File: config.mk
export PLATFORM = sky130hd
export DESIGN_NAME = biquad_coeff_bank
export DESIGN_NICKNAME = d
export VERILOG_FILES = /design/src/rtl/biquad_coeff_pkg.sv /design/src/rtl/biquad_coeff_chan.sv /design/src/rtl/biquad_coeff_bank.sv
export SDC_FILE = /design/constraint.sdc
export NUM_CORES = 2
export LEC_CHECK = 0
export ABC_CLOCK_PERIOD_IN_PS = 3700
export CELL_PAD_IN_SITES_DETAIL_PLACEMENT = 1
export CELL_PAD_IN_SITES_GLOBAL_PLACEMENT = 1
export CORE_ASPECT_RATIO = 0.5
export CORE_UTILIZATION = 42
export DETAILED_ROUTE_END_ITERATION = 10
export HOLD_SLACK_MARGIN = 0.08
export PLACE_DENSITY_LB_ADDON = 0.08
export SLEW_MARGIN = 20
export SYNTH_ARGS = -nofsm -noshare
export SYNTH_HDL_FRONTEND = slang
export SYNTH_SLANG_ARGS = --single-unit
export TNS_END_PERCENT = 1
File: constraint.sdc
create_clock -name clk_i -period 3.7 [get_ports clk_i]
set_clock_uncertainty 0.1 [all_clocks]
set_input_delay 0.555 -clock clk_i [delete_from_list [all_inputs] [get_ports clk_i]]
set_output_delay 0.555 -clock clk_i [all_outputs]
set_load 0.02 [all_outputs]
File: src/rtl/biquad_coeff_pkg.sv
`default_nettype none
// +----------------------------------------------------------------------------+
// | Package : biquad_coeff_pkg                                                 |
// | Purpose : Register/group map shared by the biquad coefficient bank.        |
// |           Seven coefficient groups are packed into 25 slots per channel.   |
// |           Each group is written through one address that auto-increments.  |
// | Ports   : none (package)                                                   |
// | Rev     : 1.0  initial release                                             |
// +----------------------------------------------------------------------------+
package biquad_coeff_pkg;

  localparam int NGROUPS = 7;
  localparam int NSLOTS  = 25;
  localparam int PTR_W   = 4;

  localparam logic [6:0] ADDR_CTRL = 7'h00;
  localparam logic [6:0] ADDR_SEL  = 7'h20;

  typedef enum logic [2:0] {
    GRP_ZFIR  = 3'd0,  // zero FIR
    GRP_C     = 3'd1,  // C
    GRP_INC   = 3'd2,  // incremental
    GRP_FCH   = 3'd3,  // F chain
    GRP_GCH   = 3'd4,  // G chain
    GRP_FX    = 3'd5,  // F cross
    GRP_GX    = 3'd6   // G cross
  } grp_e;

  localparam logic [6:0] BASE_ZFIR = 7'h04;
  localparam logic [6:0] BASE_C    = 7'h08;
  localparam logic [6:0] BASE_INC  = 7'h0C;
  localparam logic [6:0] BASE_FCH  = 7'h10;
  localparam logic [6:0] BASE_GCH  = 7'h14;
  localparam logic [6:0] BASE_FX   = 7'h18;
  localparam logic [6:0] BASE_GX   = 7'h1C;

  localparam logic [3:0] DEPTH_ZFIR = 4'd8;
  localparam logic [3:0] DEPTH_C    = 4'd4;
  localparam logic [3:0] DEPTH_INC  = 4'd4;
  localparam logic [3:0] DEPTH_FCH  = 4'd3;
  localparam logic [3:0] DEPTH_GCH  = 4'd4;
  localparam logic [3:0] DEPTH_FX   = 4'd1;
  localparam logic [3:0] DEPTH_GX   = 4'd1;

  localparam logic [4:0] OFS_ZFIR = 5'd0;
  localparam logic [4:0] OFS_C    = 5'd8;
  localparam logic [4:0] OFS_INC  = 5'd12;
  localparam logic [4:0] OFS_FCH  = 5'd16;
  localparam logic [4:0] OFS_GCH  = 5'd19;
  localparam logic [4:0] OFS_FX   = 5'd23;
  localparam logic [4:0] OFS_GX   = 5'd24;

  function automatic logic [6:0] grp_base(input logic [2:0] g);
    case (g)
      GRP_ZFIR: grp_base = BASE_ZFIR;
      GRP_C:    grp_base = BASE_C;
      GRP_INC:  grp_base = BASE_INC;
      GRP_FCH:  grp_base = BASE_FCH;
      GRP_GCH:  grp_base = BASE_GCH;
      GRP_FX:   grp_base = BASE_FX;
      GRP_GX:   grp_base = BASE_GX;
      default:  grp_base = ADDR_CTRL;
    endcase
  endfunction

  function automatic logic [3:0] grp_depth(input logic [2:0] g);
    case (g)
      GRP_ZFIR: grp_depth = DEPTH_ZFIR;
      GRP_C:    grp_depth = DEPTH_C;
      GRP_INC:  grp_depth = DEPTH_INC;
      GRP_FCH:  grp_depth = DEPTH_FCH;
      GRP_GCH:  grp_depth = DEPTH_GCH;
      GRP_FX:   grp_depth = DEPTH_FX;
      GRP_GX:   grp_depth = DEPTH_GX;
      default:  grp_depth = 4'd1;
    endcase
  endfunction

  function automatic logic [4:0] grp_offset(input logic [2:0] g);
    case (g)
      GRP_ZFIR: grp_offset = OFS_ZFIR;
      GRP_C:    grp_offset = OFS_C;
      GRP_INC:  grp_offset = OFS_INC;
      GRP_FCH:  grp_offset = OFS_FCH;
      GRP_GCH:  grp_offset = OFS_GCH;
      GRP_FX:   grp_offset = OFS_FX;
      GRP_GX:   grp_offset = OFS_GX;
      default:  grp_offset = 5'd0;
    endcase
  endfunction

endpackage
`default_nettype wire

File: src/rtl/biquad_coeff_chan.sv
`default_nettype none
// +----------------------------------------------------------------------------+
// | Module  : biquad_coeff_chan                                                |
// | Purpose : One channel of the coefficient bank: shadow slots written via    |
// |           per-group auto-increment pointers, an active copy loaded on      |
// |           commit, and sticky per-group partial-load error flags.           |
// | Ports   : clk_i, rst_ni     clock, synchronous active-low reset            |
// |           wr_en_i/grp/data  shadow write into group wr_grp_i               |
// |           commit_i          copy shadow -> active, clear pointers          |
// |           err_clr_i         clear sticky error flags                       |
// |           coeff_o           active slots, slot 0 in the LSBs               |
// |           ptr_o, err_o      group pointers and error flags for readback    |
// | Rev     : 1.0  initial release                                             |
// +----------------------------------------------------------------------------+
module biquad_coeff_chan
  import biquad_coeff_pkg::*;
#(
  parameter int CBITS = 18
) (
  input  logic                     clk_i,
  input  logic                     rst_ni,
  input  logic                     wr_en_i,
  input  logic [2:0]               wr_grp_i,
  input  logic [CBITS-1:0]         wr_data_i,
  input  logic                     commit_i,
  input  logic                     err_clr_i,
  output logic [NSLOTS*CBITS-1:0]  coeff_o,
  output logic [NGROUPS*PTR_W-1:0] ptr_o,
  output logic [NGROUPS-1:0]       err_o
);

  logic [CBITS-1:0] shadow_q [NSLOTS];
  logic [CBITS-1:0] shadow_d [NSLOTS];
  logic [CBITS-1:0] active_q [NSLOTS];
  logic [CBITS-1:0] active_d [NSLOTS];
  logic [PTR_W-1:0] ptr_q    [NGROUPS];
  logic [PTR_W-1:0] ptr_d    [NGROUPS];
  logic [NGROUPS-1:0] err_q;
  logic [NGROUPS-1:0] err_d;

  always_comb begin
    shadow_d = shadow_q;
    active_d = active_q;
    ptr_d    = ptr_q;
    err_d    = err_q;

    if (wr_en_i) begin
      for (int g = 0; g < NGROUPS; g++) begin
        if (wr_grp_i == 3'(g)) begin
          shadow_d[grp_offset(3'(g)) + 5'(ptr_q[g])] = wr_data_i;
          ptr_d[g] = (ptr_q[g] == grp_depth(3'(g)) - 4'd1) ? '0 : ptr_q[g] + 4'd1;
        end
      end
    end

    // Clear first so a commit in the same cycle still records a partial load.
    if (err_clr_i) begin
      err_d = '0;
    end

    // Commit copies the pre-edge shadow; a nonzero pointer means a group was
    // only partially reloaded, which is flagged but does not block the copy.
    if (commit_i) begin
      active_d = shadow_q;
      for (int g = 0; g < NGROUPS; g++) begin
        if (ptr_q[g] != '0) begin
          err_d[g] = 1'b1;
        end
        ptr_d[g] = '0;
      end
    end
  end

  always_ff @(posedge clk_i) begin
    if (!rst_ni) begin
      shadow_q <= '{default: '0};
      active_q <= '{default: '0};
      ptr_q    <= '{default: '0};
      err_q    <= '0;
    end else begin
      shadow_q <= shadow_d;
      active_q <= active_d;
      ptr_q    <= ptr_d;
      err_q    <= err_d;
    end
  end

  generate
    for (genvar s = 0; s < NSLOTS; s++) begin : g_slot
      assign coeff_o[s*CBITS +: CBITS] = active_q[s];
    end
    for (genvar g = 0; g < NGROUPS; g++) begin : g_grp
      assign ptr_o[g*PTR_W +: PTR_W] = ptr_q[g];
    end
  endgenerate

  assign err_o = err_q;

endmodule
`default_nettype wire

File: src/rtl/biquad_coeff_bank.sv
`default_nettype none
// +----------------------------------------------------------------------------+
// | Module  : biquad_coeff_bank                                                |
// | Purpose : WISHBONE-programmable double-buffered coefficient bank feeding   |
// |           NCHAN biquad8 channels.                                          |
// | Ports   : clk_i, rst_ni           clock, synchronous active-low reset      |
// |           wb_*                    WISHBONE slave (sel ignored, 1-cycle ack)|
// |           global_update_i         commit all channels                      |
// |           coeff_o                 active coefficients, channel-major       |
// |           update_o                per-channel one-cycle commit pulse       |
// | Map     : 0x00 control, 0x04..0x1C groups, 0x20 channel select             |
// | Rev     : 1.0  initial release                                             |
// +----------------------------------------------------------------------------+
module biquad_coeff_bank
  import biquad_coeff_pkg::*;
#(
  parameter int NCHAN = 2,
  parameter int CBITS = 18
) (
  input  logic                          clk_i,
  input  logic                          rst_ni,
  input  logic                          wb_cyc_i,
  input  logic                          wb_stb_i,
  input  logic                          wb_we_i,
  input  logic [6:0]                    wb_adr_i,
  input  logic [31:0]                   wb_dat_i,
  input  logic [3:0]                    wb_sel_i,
  output logic [31:0]                   wb_dat_o,
  output logic                          wb_ack_o,
  input  logic                          global_update_i,
  output logic [NCHAN*NSLOTS*CBITS-1:0] coeff_o,
  output logic [NCHAN-1:0]              update_o
);

  logic              ack_q, ack_d;
  logic [31:0]       dat_q, dat_d;
  logic [2:0]        sel_q, sel_d;
  logic [NCHAN-1:0]  update_q, update_d;

  logic              w_req, w_wr, w_is_ctrl, w_is_sel, w_ctrl_wr, w_commit_all;
  logic              w_grp_hit;
  logic [2:0]        w_grp_idx;
  logic [NGROUPS*PTR_W-1:0] w_sel_ptrs;
  logic [PTR_W-1:0]  w_grp_ptr;
  logic [NGROUPS-1:0] w_sel_err;
  logic [NCHAN-1:0]  w_commit, w_wr_en, w_err_clr;
  logic [NGROUPS*PTR_W-1:0] w_chan_ptr [NCHAN];
  logic [NGROUPS-1:0]       w_chan_err [NCHAN];
  logic              w_unused;

  // Byte selects and the spare data bits carry no meaning here.
  assign w_unused = ^{wb_sel_i, wb_dat_i};

  // A request is accepted only when no ack is outstanding, which yields a
  // single-cycle ack and forbids back-to-back acks.
  assign w_req     = wb_cyc_i & wb_stb_i & ~ack_q;
  assign w_wr      = w_req & wb_we_i;
  assign w_is_ctrl = (wb_adr_i == ADDR_CTRL);
  assign w_is_sel  = (wb_adr_i == ADDR_SEL);
  assign w_ctrl_wr = w_wr & w_is_ctrl;

  // Global update and an all-channel control commit merge into one copy.
  assign w_commit_all = global_update_i | (w_ctrl_wr & wb_dat_i[0] & wb_dat_i[16]);

  always_comb begin
    w_grp_hit = 1'b0;
    w_grp_idx = '0;
    for (int g = 0; g < NGROUPS; g++) begin
      if (wb_adr_i == grp_base(3'(g))) begin
        w_grp_hit = 1'b1;
        w_grp_idx = 3'(g);
      end
    end
  end

  always_comb begin
    w_sel_ptrs = '0;
    w_sel_err  = '0;
    for (int c = 0; c < NCHAN; c++) begin
      if (sel_q == 3'(c)) begin
        w_sel_ptrs = w_chan_ptr[c];
        w_sel_err  = w_chan_err[c];
      end
    end
    w_grp_ptr = '0;
    for (int g = 0; g < NGROUPS; g++) begin
      if (w_grp_idx == 3'(g)) begin
        w_grp_ptr = w_sel_ptrs[g*PTR_W +: PTR_W];
      end
    end
  end

  always_comb begin
    ack_d    = w_req;
    sel_d    = sel_q;
    dat_d    = '0;
    update_d = w_commit;

    if (w_wr && w_is_sel && ({29'd0, wb_dat_i[2:0]} < 32'(NCHAN))) begin
      sel_d = wb_dat_i[2:0];
    end

    if (w_req && !wb_we_i) begin
      if (w_is_ctrl) begin
        dat_d = {17'd0, w_sel_err, 5'd0, sel_q};
      end else if (w_is_sel) begin
        dat_d = {29'd0, sel_q};
      end else if (w_grp_hit) begin
        dat_d = {28'd0, w_grp_ptr};
      end
    end
  end

  always_ff @(posedge clk_i) begin
    if (!rst_ni) begin
      ack_q    <= 1'b0;
      dat_q    <= '0;
      sel_q    <= '0;
      update_q <= '0;
    end else begin
      ack_q    <= ack_d;
      dat_q    <= dat_d;
      sel_q    <= sel_d;
      update_q <= update_d;
    end
  end

  generate
    for (genvar c = 0; c < NCHAN; c++) begin : g_chan
      assign w_commit[c]  = w_commit_all | (w_ctrl_wr & wb_dat_i[0] & (sel_q == 3'(c)));
      assign w_err_clr[c] = w_ctrl_wr & wb_dat_i[31] & (sel_q == 3'(c));
      assign w_wr_en[c]   = w_wr & w_grp_hit & (sel_q == 3'(c));

      biquad_coeff_chan #(
        .CBITS (CBITS)
      ) u_chan (
        .clk_i     (clk_i),
        .rst_ni    (rst_ni),
        .wr_en_i   (w_wr_en[c]),
        .wr_grp_i  (w_grp_idx),
        .wr_data_i (wb_dat_i[CBITS-1:0]),
        .commit_i  (w_commit[c]),
        .err_clr_i (w_err_clr[c]),
        .coeff_o   (coeff_o[c*NSLOTS*CBITS +: NSLOTS*CBITS]),
        .ptr_o     (w_chan_ptr[c]),
        .err_o     (w_chan_err[c])
      );
    end
  endgenerate

  assign wb_ack_o = ack_q;
  assign wb_dat_o = dat_q;
  assign update_o = update_q;

endmodule
`default_nettype wire

==> results.py <==
metrics = {
    "clock_network": {
        "clk_pin_slew_worst_paths_ns": 0.07,
        "clk_path_buf_depth": 4,
        "root_buffer": "clkbuf_16",
        "insertion_delay_ns": 0.81,
        "htree_levels": 4,
        "clock-sinks": 1887,
        "cts_tree": "done",
        "postCtsSetupBuffers": 0,
        "numCtsBuffers": 171,
        "ctsHoldBuffers": 1,
        "cts-resized-gates": 0,
    },
    "power_and_ir_drop": {
        "power.share.combinational_pct": 3.3,
        "p_seq_share_pct": 51.2,
        "p_sw_w": 0.00911,
        "p_sw_share_pct": 23.0,
        "power_leakage_nw": 32.9,
        "vdd.ir_drop.worst_mv": 0.344,
        "p_int_w": 0.0306,
        "cellPowerDensity_nw_per_um2": 471,
        "p_clk_share_pct": 45.5,
    },
    "route": {
        "finalWirelength_mm": 258,
        "drtIter0Drc": 3942,
        "route.detailed.drc": 0,
        "ant_nets": 0,
        "first_pass_iters": 5,
        "vias": 53200,
        "wire_per_inst_um": 27.6,
        "routed_via_density": 5.69,
    },
    "global_routing": {
        "top_usage_layer": "met2",
        "use_met1_pct": 39.6,
        "use_met3_pct": 5.33,
        "use_met2_pct": 52.3,
        "grt_pass1_vias": 55100,
        "grt_overflow": 0,
        "grt_pass1_wl_mm": 375,
        "antenna_found_initial": 1,
        "grt_use_total_pct": 31.2,
        "grt_start_max_net_pins": 208,
    },
    "critical_path": {
        "reg2reg_from": "g_chan[0].u_chan.ptr_o[20]",
        "ff2ff_setup_slack_ns": 0.44,
        "path_class": "flip-flop to flip-flop",
        "slowest_delay_ns": 0.51,
        "cp_num_buf_inv": 2,
        "worst_ep_arrival_time_ns": 3.82,
        "ff2ff_path_depth": 9,
        "cpLargestDelayFamily": "compound AO/OA/AOI/OAI gates",
        "path_cells": "inv_1 -> ha_1 -> or2_2 -> o21ai_0 -> a41o_1 -> a22o_1 -> o31a_1 -> buf_12 -> mux2i_1",
        "slowest_stage": "dfxtp_1",
        "worst_setup_path_start_kind": "flip-flop",
        "cp.required_ns": 4.26,
        "cp_num_cells": 9,
        "rr_endpoint": "g_chan[0].u_chan.shadow_q[414]",
        "critPathMaxFanout": 16,
        "crit_start": "g_chan[0].u_chan.ptr_o[20]",
        "end_kind": "flip-flop",
    },
    "sta": {
        "final.setup.tns_ns": 0,
        "hold_viol": 0,
        "maxSlewHeadroom_pct": 21.7,
        "finalSetupViolCount": 0,
        "rsz0062_at_grt": "false",
        "fmaxAchievable_mhz": 307,
        "fin_crit_sh_pct": 88.0,
        "slew_violations": 0,
        "worst_pin_slew_ns": 1.17,
        "period_minus_slack_ns": 3.26,
    },
    "placement": {
        "dp.cells": 9050,
        "port_buffers": 945,
        "gp_congestion": 0.908,
        "dp_hpwl_mm": 172,
        "placed_cell_area_um2": 78700,
    },
    "final_layout": {
        "regArea_um2": 37800,
        "syn_to_final_growth_pct": 27.0,
        "multi_input_area_um2": 26100,
        "fin_cells": 9350,
        "drive_gt1_share_pct": 8.32,
        "fin_nets": 7251,
        "final.fill_count": 16500,
        "fin_area_um2": 84300,
    },
    "outcome": {
        "outcome": "complete, no violations",
    },
    "yosys": {
        "synthMostInstantiatedCell": "dfxtp_1",
        "ys_seq_elements": 1887,
        "synthDominantCellAreaShare_pct": 56.9,
        "synth-edff-count": 0,
        "ys_seq_area_share_pct": 56.9,
        "synth.avg_cell_area_um2": 10.4,
        "synthTopCellsByArea": "dfxtp_1 57%, a22o_1 12%, mux2i_1 8.8%, nand2_1 5.3%, o21ai_0 2.7%",
        "synth_commonest_cells": "1887 x dfxtp_1, 943 x nand2_1, 910 x a22o_1",
        "postSynthCellCount": 6357,
        "synth.distinct_cells": 103,
        "syn_area_um2": 66400,
        "synth_ff_type": "dfxtp_1",
        "async_flop_share_pct": 0,
        "synth_top_cell_by_area": "dfxtp_1",
        "yosys_warnings": 0,
    },
    "floorplanning": {
        "core_area_um2": 156000,
        "dieArea_um2": 160000,
        "io_pins": 984,
        "start_util_pct": 42.6,
        "die_width_um": 564,
        "row_count": 102,
        "die_h_um": 283,
    },
    "worst_hold_path": {
        "hold_depth": 2,
        "hold_path_end": "wb_dat_o[2]",
        "min_from": "wb_we_i",
        "worstHoldPathType": "input port to flip-flop",
    },
    "flow_run": {
        "drv_cap": 0,
    },
}
[metal layers]
| layer | wire length, µm | vias up |
|---|---|---|
| li1 | - | 24000 |
| met1 | 110000 | 27400 |
| met2 | 123000 | 1461 |
| met3 | 12900 | 442 |
| met4 | 11400 | 0 |
| met5 | 0 | - |
[worst register-to-register path, stage by stage, from the launching register on]
cell and delay (ns):
dfxtp_1 0.51, inv_1 0.21, ha_1 0.32, or2_2 0.29, o21ai_0 0.51, a41o_1 0.26, a22o_1 0.22, o31a_1 0.29
buf_12 0.22, mux2i_1 0.21
[kinds of logic (layout without fill, tap and decap cells)]
group | Yosys count | after routing | share of synthesized area (%)
buf+inv | 627 | 1518 | 4.53
other cells | 1 | 23 | 0.00565
xor+xnor | 19 | 19 | 0.251
flops | 1887 | 1887 | 56.9
compound gates | 1524 | 1524 | 17.5
simple gates | 1654 | 1654 | 10.9
mux | 587 | 587 | 8.85
fa+ha+maj | 58 | 58 | 1.09
[cell type report]
type	instances	area share [%]
antenna	2	0.00593
clock buffer	239	5.76
clock inverter	58	0.862
inverter	44	0.220
multi-input combinational	3863	30.9
sequential	1887	44.8
tap	2080	3.09
timing repair buffer	1177	14.4
[sequential cells by signal, indices dropped and copies added, names as in the netlist]
signal / cells
wb_dat_o: 11
sel_q: 3
g_chan.u_chan.err_o: 14
wb_ack_o: 1
g_chan.u_chan.ptr_o: 56
g_chan.u_chan.shadow_q: 900
update_o: 2
g_chan.u_chan.coeff_o: 900
[cells in the final DEF (no fill, tap or decap), types with 13 or more instances in the layout]
| master | n |
|---|---|
| a21oi_1 | 58 |
| a22o_1 | 910 |
| a22oi_1 | 16 |
| a32o_1 | 13 |
| a32oi_1 | 26 |
| and2_1 | 19 |
| and3_1 | 18 |
| buf_12 | 73 |
| buf_4 | 158 |
| clkbuf_1 | 36 |
| clkbuf_16 | 171 |
| clkbuf_8 | 32 |
| clkdlybuf4s50_1 | 944 |
| clkinv_2 | 32 |
| conb_1 | 21 |
| dfxtp_1 | 1887 |
| ha_1 | 58 |
| inv_1 | 41 |
| mux2i_1 | 583 |
| nand2_1 | 932 |
| nand2_2 | 13 |
| nand3_1 | 159 |
| nand4_1 | 29 |
| nor2_1 | 336 |
| nor2b_1 | 19 |
| nor3_1 | 28 |
| o21ai_0 | 357 |
| o21ai_1 | 19 |
| xnor2_1 | 13 |
[stage by stage]
stage / utilization [%] / total power [W] / hold WS, ns / setup WS (ns)
floorplan: - / 0.0214 / 0.325 / 1.04
global placement: 50.5 / 0.0221 / 0.337 / -0.104
detailed placement: 50.5 / 0.0221 / 0.349 / -0.168
CTS: 54.1 / 0.0400 / 0.298 / 0.453
global route: 54.1 / 0.0409 / 0.340 / 0.282
finish: 54.1 / 0.0397 / 0.339 / 0.443
[how the worst max path moves through the flow]
stage / end / slack (ns)
6_report: g_chan[0].u_chan.shadow_q[414] / 0.44
5_1_grt: g_chan[0].u_chan.shadow_q[159] / 0.28
4_1_cts: g_chan[0].u_chan.shadow_q[414] / 0.45
3_5_place_dp: g_chan[0].u_chan.coeff_o[85] / -0.17
3_3_place_gp: g_chan[0].u_chan.coeff_o[351] / -0.10
2_1_floorplan: g_chan[0].u_chan.shadow_q[151] / 1.04
[power by group through the flow]
stage / Clock [W] / Sequential, W / Combinational [W]
after detailed placement: 0 / 0.0208 / 0.00131
after global placement: 0 / 0.0208 / 0.00131
after global routing: 0.0193 / 0.0203 / 0.00136
after floorplan: 0 / 0.0208 / 0.000667
after CTS: 0.0183 / 0.0203 / 0.00132
final: 0.0181 / 0.0203 / 0.00133
(Power assumes the default switching activity.)
